===== config.mk =====
export PLATFORM = sky130hd
export DESIGN_NAME = gray_counter_n_flat
export DESIGN_NICKNAME = d
export VERILOG_FILES = /design/src/rtl/gray_counter_n_if.sv /design/src/rtl/gray_counter_n.sv /design/src/flat_wrapper.sv
export SDC_FILE = /design/constraint.sdc
export NUM_CORES = 1
export LEC_CHECK = 0
export ABC_AREA = 1
export CAP_MARGIN = 20
export CORE_AREA = 2 2 39 41
export CTS_CLUSTER_DIAMETER = 80
export DETAILED_ROUTE_END_ITERATION = 10
export DIE_AREA = 0 0 41 43
export PLACE_DENSITY = 0.66
export SLEW_MARGIN = 20
export SYNTH_ARGS = -nofsm -noshare
export SYNTH_HDL_FRONTEND = slang
export SYNTH_SLANG_ARGS = --single-unit

===== constraint.sdc =====
create_clock -name Clk -period 1.79 [get_ports Clk]
set_clock_uncertainty 0.15 [all_clocks]
set_input_delay 0.358 -clock Clk [delete_from_list [all_inputs] [get_ports Clk]]
set_output_delay 0.358 -clock Clk [all_outputs]
set_load 0.01 [all_outputs]

===== src/rtl/gray_counter_n_if.sv =====
`default_nettype none
// ============================================================================
// Module      : gray_counter_n_if
// Description : Control/status bundle for gray_counter_n. The master side
//               drives enable, direction, load and flag-clear; the slave side
//               (the counter) returns the Gray count and status flags.
//               BinOut exists only when GRAY_CNT_BIN_OUT_EN is defined.
// Revision    : 1.0 - initial release
// ============================================================================
interface gray_counter_n_if #(
    parameter int WIDTH = 3
);
    logic             En;
    logic             Dir;
    logic             Load;
    logic [WIDTH-1:0] LoadVal;
    logic             ClrFlags;
    logic [WIDTH-1:0] Output;
    logic             Overflow;
    logic             Underflow;
    logic             Wrap;
`ifdef GRAY_CNT_BIN_OUT_EN
    logic [WIDTH-1:0] BinOut;
`endif

    modport master (
        output En, Dir, Load, LoadVal, ClrFlags,
`ifdef GRAY_CNT_BIN_OUT_EN
        input  BinOut,
`endif
        input  Output, Overflow, Underflow, Wrap
    );

    modport slave (
        input  En, Dir, Load, LoadVal, ClrFlags,
`ifdef GRAY_CNT_BIN_OUT_EN
        output BinOut,
`endif
        output Output, Overflow, Underflow, Wrap
    );
endinterface
`default_nettype wire


===== src/rtl/gray_counter_n.sv =====
`default_nettype none
// ============================================================================
// Module      : gray_counter_n
// Description : Parametrised N-bit Gray-code counter with up/down counting,
//               parallel Gray-encoded load, wrap or saturate mode, sticky
//               overflow/underflow flags and a one-cycle Wrap pulse.
//               Optional macro GRAY_CNT_BIN_OUT_EN adds a registered binary
//               copy of the count on BinOut.
// Revision    : 1.0 - initial release
// ============================================================================
module gray_counter_n #(
    parameter int WIDTH    = 3,
    parameter bit SATURATE = 1'b0
) (
    input  wire                Clk,
    input  wire                Reset,
    gray_counter_n_if.slave    bus
);

    localparam logic [WIDTH-1:0] c_MAX  = '1;
    localparam logic [WIDTH-1:0] c_ZERO = '0;

    logic [WIDTH-1:0] bin_q,  bin_d;
    logic [WIDTH-1:0] gray_q, gray_d;
    logic             ovf_q,  ovf_d;
    logic             unf_q,  unf_d;
    logic             wrap_q, wrap_d;

    // Gray to binary: each binary bit is the XOR of all Gray bits at or above it.
    function automatic logic [WIDTH-1:0] gray2bin(input logic [WIDTH-1:0] g);
        logic [WIDTH-1:0] b;
        b[WIDTH-1] = g[WIDTH-1];
        for (int i = WIDTH - 2; i >= 0; i--) begin
            b[i] = b[i+1] ^ g[i];
        end
        return b;
    endfunction

    // Next-state: load beats count; a flag-set event beats ClrFlags for that flag.
    always_comb begin
        bin_d  = bin_q;
        ovf_d  = ovf_q & ~bus.ClrFlags;
        unf_d  = unf_q & ~bus.ClrFlags;
        wrap_d = 1'b0;
        if (bus.Load) begin
            bin_d = gray2bin(bus.LoadVal);
        end else if (bus.En) begin
            if (!bus.Dir) begin
                if (bin_q == c_MAX) begin
                    ovf_d  = 1'b1;
                    wrap_d = 1'b1;
                    bin_d  = SATURATE ? bin_q : c_ZERO;
                end else begin
                    bin_d = bin_q + 1'b1;
                end
            end else begin
                if (bin_q == c_ZERO) begin
                    unf_d  = 1'b1;
                    wrap_d = 1'b1;
                    bin_d  = SATURATE ? bin_q : c_MAX;
                end else begin
                    bin_d = bin_q - 1'b1;
                end
            end
        end
        // Gray output is precomputed so the port is driven straight from a flop.
        gray_d = bin_d ^ (bin_d >> 1);
    end

    // State and registered outputs; Reset overrides everything.
    always_ff @(posedge Clk) begin
        if (Reset) begin
            bin_q  <= '0;
            gray_q <= '0;
            ovf_q  <= 1'b0;
            unf_q  <= 1'b0;
            wrap_q <= 1'b0;
        end else begin
            bin_q  <= bin_d;
            gray_q <= gray_d;
            ovf_q  <= ovf_d;
            unf_q  <= unf_d;
            wrap_q <= wrap_d;
        end
    end

    assign bus.Output    = gray_q;
    assign bus.Overflow  = ovf_q;
    assign bus.Underflow = unf_q;
    assign bus.Wrap      = wrap_q;

`ifdef GRAY_CNT_BIN_OUT_EN
    // The binary state register is already aligned with gray_q.
    assign bus.BinOut = bin_q;
`endif

endmodule
`default_nettype wire


===== src/flat_wrapper.sv =====
// flat-port wrapper written by rule: the top's interface ports become plain ports
module gray_counter_n_flat 
#(
    parameter int WIDTH    = 3,
    parameter bit SATURATE = 1'b0
)
  (Clk, Reset, bus_En, bus_Dir, bus_Load, bus_LoadVal, bus_ClrFlags, bus_Output, bus_Overflow, bus_Underflow, bus_Wrap);
  gray_counter_n_if #(.WIDTH(WIDTH)) bus_i ();
  input  wire Clk;
  input  wire Reset;
  input wire logic [$bits(bus_i.En)-1:0] bus_En;
  input wire logic [$bits(bus_i.Dir)-1:0] bus_Dir;
  input wire logic [$bits(bus_i.Load)-1:0] bus_Load;
  input wire logic [$bits(bus_i.LoadVal)-1:0] bus_LoadVal;
  input wire logic [$bits(bus_i.ClrFlags)-1:0] bus_ClrFlags;
  output wire logic [$bits(bus_i.Output)-1:0] bus_Output;
  output wire logic [$bits(bus_i.Overflow)-1:0] bus_Overflow;
  output wire logic [$bits(bus_i.Underflow)-1:0] bus_Underflow;
  output wire logic [$bits(bus_i.Wrap)-1:0] bus_Wrap;
  assign bus_i.En = bus_En;
  assign bus_i.Dir = bus_Dir;
  assign bus_i.Load = bus_Load;
  assign bus_i.LoadVal = bus_LoadVal;
  assign bus_i.ClrFlags = bus_ClrFlags;
  assign bus_Output = bus_i.Output;
  assign bus_Overflow = bus_i.Overflow;
  assign bus_Underflow = bus_i.Underflow;
  assign bus_Wrap = bus_i.Wrap;
  gray_counter_n #(.WIDTH(WIDTH), .SATURATE(SATURATE)) u_core (.Clk(Clk), .Reset(Reset), .bus(bus_i));
endmodule

; ---- After elaboration in Yosys (flattened, before gate mapping)
; Cells that the tools add are included.
; Widths: inputs -> output; s select.
[op_classes]
addsub = 2
n_eq_ne = 1
mux = 16
bitwise_logic = 7
reduce_logical = 2
[op_table]
columns = operator, count
row1 = $mux 3, 5
row2 = $mux 1, 11
row3 = $add 3x1->3 const B, 1
row4 = $eq 3x3->1 const B, 1
row5 = $logic_not 3->1, 1
row6 = $reduce_or 3->1, 1
row7 = $sub 3x1->3 const B, 1
row8 = $xor 3x2->3, 1
row9 = $and 1x1->1, 2
row10 = $not 1->1, 2
row11 = $xor 1x1->1, 2
[totals]
ff_bits = 9
input_bits = 9
out_inout_bits = 6
wordCells = 33

; ---- Logic depth before layout (Yosys ltp)
[logic_depth]
word_depth = 6
ltp_mapped = 10
ltp_nobuf = 10

; ---- Worst setup path before layout
; OpenSTA, ideal clock, no wires.
[synth_path]
path_type = reg-to-reg
start = reg u_core.bin_q[0]
end = reg u_core.gray_q[1] (netlist: u_core.bus.Output[1])
setup_time_ns = 0.113
arrival_ns = 1.135
t_required_ns = 1.527
path_slack_ns = 0.391
stages_incl_launch_ff = 9
path_buffers = 0
period_less_slack_ns = 1.399
path_cell_list = dfxtp_1 ha_1 ha_1 a21oi_1 nand2_1 nand2_1 nand2_1 nand3_1 nand2_1
[synth_via]
elab_chain_len = 6
word_cells_on_any_way = 10
cone_classes = add/sub: 2 / eq/ne: 1 / mux: 5 / bitwise: 1 / reduce/logical: 1
[synth_rtl]
columns = item, line
row1 = "start, declared", gray_counter_n.sv:23  ; logic [WIDTH-1:0] bin_q, bin_d;
row2 = "start signal, assigned", gray_counter_n.sv:79  ; bin_q <= bin_d;
row3 = "$add 3x1->3, or another cell as far along", gray_counter_n.sv:54  ; bin_d = bin_q + 1'b1;
row4 = "$mux 3, on equally long branches", "gray_counter_n.sv:49, gray_counter_n.sv:57"
row5 = $mux 3 *, gray_counter_n.sv:48  ; if (!bus.Dir) begin
row6 = $mux 3 *, gray_counter_n.sv:47  ; end else if (bus.En) begin
row7 = $mux 3 *, gray_counter_n.sv:45  ; if (bus.Load) begin
row8 = $xor 3x2->3 *, gray_counter_n.sv:67  ; gray_d = bin_d ^ (bin_d >> 1);
row9 = "end signal, assigned", gray_counter_n.sv:80  ; gray_q <= gray_d;
row10 = "end, declared", gray_counter_n.sv:24  ; logic [WIDTH-1:0] gray_q, gray_d;
; Every way passes the cells marked *; elsewhere a longest branch is shown, timed or not.
; A chain may end at the register's enable or synchronous reset.

; ---- Worst setup path in the final report
[layout_path]
start = reg u_core.gray_q[2] (netlist: u_core.bus.Output[2])
end = out bus_Output[2]
[layout_lines]
columns = item, line
row1 = "end, declared", flat_wrapper.sv:16  ; output wire logic [$bits(bus_i.Output)-1:0] bus_Output;
; No word-level cell between the ends.

==> metrics.md <==
| Metric | Value |
|---|---|
| Worst setup slack after layout | 0.0819 ns |
| Mapped Area | 503 sq um |
| Postcts setup bufs | 0 |
| Yosys reg bits | 8 |
| Status | finished, final reports clean |
| First-pass GRT wire length | 1500 um |
| CTS tree | done |
| Layout cells sized above 1 | 11.1% |
| Starting DRT DRC Count | 11 |
| Post-CTS Hold Fix Bufs | 0 |
| Die W | 41 um |
| Power per cell area | 671 nW/um^2 |
| Setup slack at placement | 0.0732 ns |
| Min Tclk post-route | 1.71 ns |
| Final Slew Violations | 0 |
| Critical Path AT | 1.20 ns |
| CP max stage cell | clkdlybuf4s50_1 |
| Adder-cell share of the synthesized area | 9.95% |
| DRT Pass-1 Iters | 4 |
| Register area | 160 sq um |
| Starting Density | 36.3% |
| HPWL after DPL | 732 um |
| MaxCap Viol Count | 0 |
| H-tree levels | 1 |
| CTS root buf | clkbuf_4 |
| Initial antenna violation count | 0 |
| Final Cell Area | 678 sq um |
| Top-Level Pins | 15 |
| Worst path cell trace | clkdlybuf4s50_1 |
| Static Leak | 0.335 nW |
| Setup CP Type | reg -> out |
| Final ANT Viol Nets | 0 |
| Final hold vios | 0 |
| Largest family of logic cells by synthesized area | simple AND/OR/NAND/NOR gates |
| RSZ-0062 raised after global routing | no |
| Worst Path Max Fanout | 5 |
| Setup TNS Final | 0 ns |
| Vias in the first global route | 368 |
| Multi-input combinational cell area | 287 sq um |
| Routed vias | 480 |
| Maximum vdd drop | 0.378 mV |
| Post-route clock period utilization | 95.4% |
| Skew-Pair Late Insertion Delay | 0.25 ns |
| Max Fclk | 585 MHz |
| Final wirelength | 907 um |
| Critical path required time | 1.28 ns |
| Crit-path leading delay family | buffers and inverters |
| Global placement routability congestion | 0.734 |
| Compound-Gate Fraction of Synth Area | 9.20% |
| Area after DPL | 656 sq um |
| Mapped Nets | 87 |
| Avg Inst Size Synth | 6.80 sq um |
| Layout overhead on the synthesized area | 34.8% |
| Largest net degree at the start of global routing | 8 |
| Routed WL per cell | 8.56 um |
| Crit. End Element | output pin |
| Via density per instance | 4.53 |
| Reg clk slew, reported paths | 0.05 ns |
| Number of port buffers | 14 |
| Resized cells post-CTS | 0 |
| Nets | 105 |
| # fillers | 142 |
| XOR/XNOR share of the synthesized area | 0% |
| Slew Limit Headroom | 78.5% |
| Die area | 1760 sq um |
| # setup viols final | 0 |
| Mux cell area share after synthesis | 0% |
| CTS buffer count | 3 |
| Most frequent cells in the layout | 22 x nand2_1, 14 x clkdlybuf4s50_1, 12 x inv_1 |
| Post-synthesis simple-gate area fraction | 37.8% |
| Die H | 43 um |
| Hold crit path type | reg -> reg |
| Max stage delay on crit path | 0.56 ns |
| Post-synthesis sequential area ratio | 31.8% |
| GRT Overall Usage | 12.7% |
| Site Rows | 14 |
| Worst Max-Slew Pin Slew | 0.322 ns |
| Clock Path Buffers | 2 |
| # DRC | 0 |
| Most common cell after layout, fill and taps aside | nand2_1 |
| Startpoint types | flop |
| Final antenna diode count | 0 |
| YS warnings | 0 |
| Crit path buf inv count | 1 |
| Core area | 1380 sq um |
| Clock Sinks | 8 |
| Syn Inst Count | 74 |
| Total grt overflow | 0 |
| Synth cell types | 15 |
[flip-flops by register name (all words and copies together) (netlist names)]
| register | flops |
|---|---|
| u_core.bus.Overflow | 1 |
| u_core.bus.Underflow | 1 |
| u_core.bus.Output | 3 |
| u_core.bin_q | 2 |
| u_core.bus.Wrap | 1 |
[through the flow]
stage	utilization, %	cells	power, mW	hold slack [ns]
final	49.0	106	0.455	0.310
after global routing	49.0	106	0.490	0.330
after CTS	49.0	106	0.460	0.313
after detailed placement	47.4	103	0.326	0.305
after global placement	47.4	103	0.325	0.303
after floorplan	-	74	0.276	0.277
[cells by family (layout without fill, tap and decap cells)]
logic type,Yosys count,after routing
AO/OA/AOI/OAI,8,8
adder cells (fa/ha/maj),4,4
buffers and inverters,14,30
flip-flops,8,8
AND/OR/NAND/NOR,40,40
[path summary, 6_finish.rpt]
| path | depth (start not counted) | slack, ns | end | start |
|---|---|---|---|---|
| max | 1 | 0.08 | bus_Output[2] | u_core.bus.Output[2]$_SDFF_PP0_ |
| min | 2 | 0.31 | u_core.bus.Underflow$_SDFF_PP0_ | u_core.bus.Underflow$_SDFF_PP0_ |
| max reg2reg | 8 | 0.28 | u_core.bus.Output[1]$_SDFF_PP0_ | u_core.bin_q[1]$_SDFF_PP0_ |
| min reg2reg | 2 | 0.31 | u_core.bus.Underflow$_SDFF_PP0_ | u_core.bus.Underflow$_SDFF_PP0_ |
[power by group]
group | internal, mW | switching (mW)
clock network | 0.0764 | 0.0564
logic | 0.0595 | 0.0653
registers | 0.191 | 0.00626
[cell usage after synthesis]
| library cell | count | area (sq um) |
|---|---|---|
| nand2_2 | 2 | 12.5 |
| nor2_4 | 1 | 11.3 |
| nand3_2 | 2 | 20.0 |
| nand2_1 | 22 | 82.6 |
| inv_1 | 12 | 45.0 |
| nand4_1 | 1 | 6.26 |
| a21oi_1 | 7 | 35.0 |
| nand3b_1 | 1 | 7.51 |
| nor2_1 | 4 | 15.0 |
| inv_2 | 1 | 3.75 |
| a21boi_2 | 1 | 11.3 |
| dfxtp_1 | 8 | 160 |
| ha_1 | 4 | 50.1 |
| nand3_1 | 7 | 35.0 |
| buf_4 | 1 | 7.51 |
[layout make-up]
class                   count  share of cell area (%)
clock buffers               3                    3.32
inverters                  13                    7.20
multi-input cells          52                    42.3
flip-flops and latches      8                    23.6
well taps                  16                    2.95
repair buffers             14                    20.7
[layer usage]
layer	vias up	track usage [%]	share of wire, %
met4	0	4.00	0
met3	0	7.85	4.1
met1	201	16.8	49
met2	14	16.6	46
met5	-	0	0
li1	265	-	-
(Power assumes the default switching activity.)
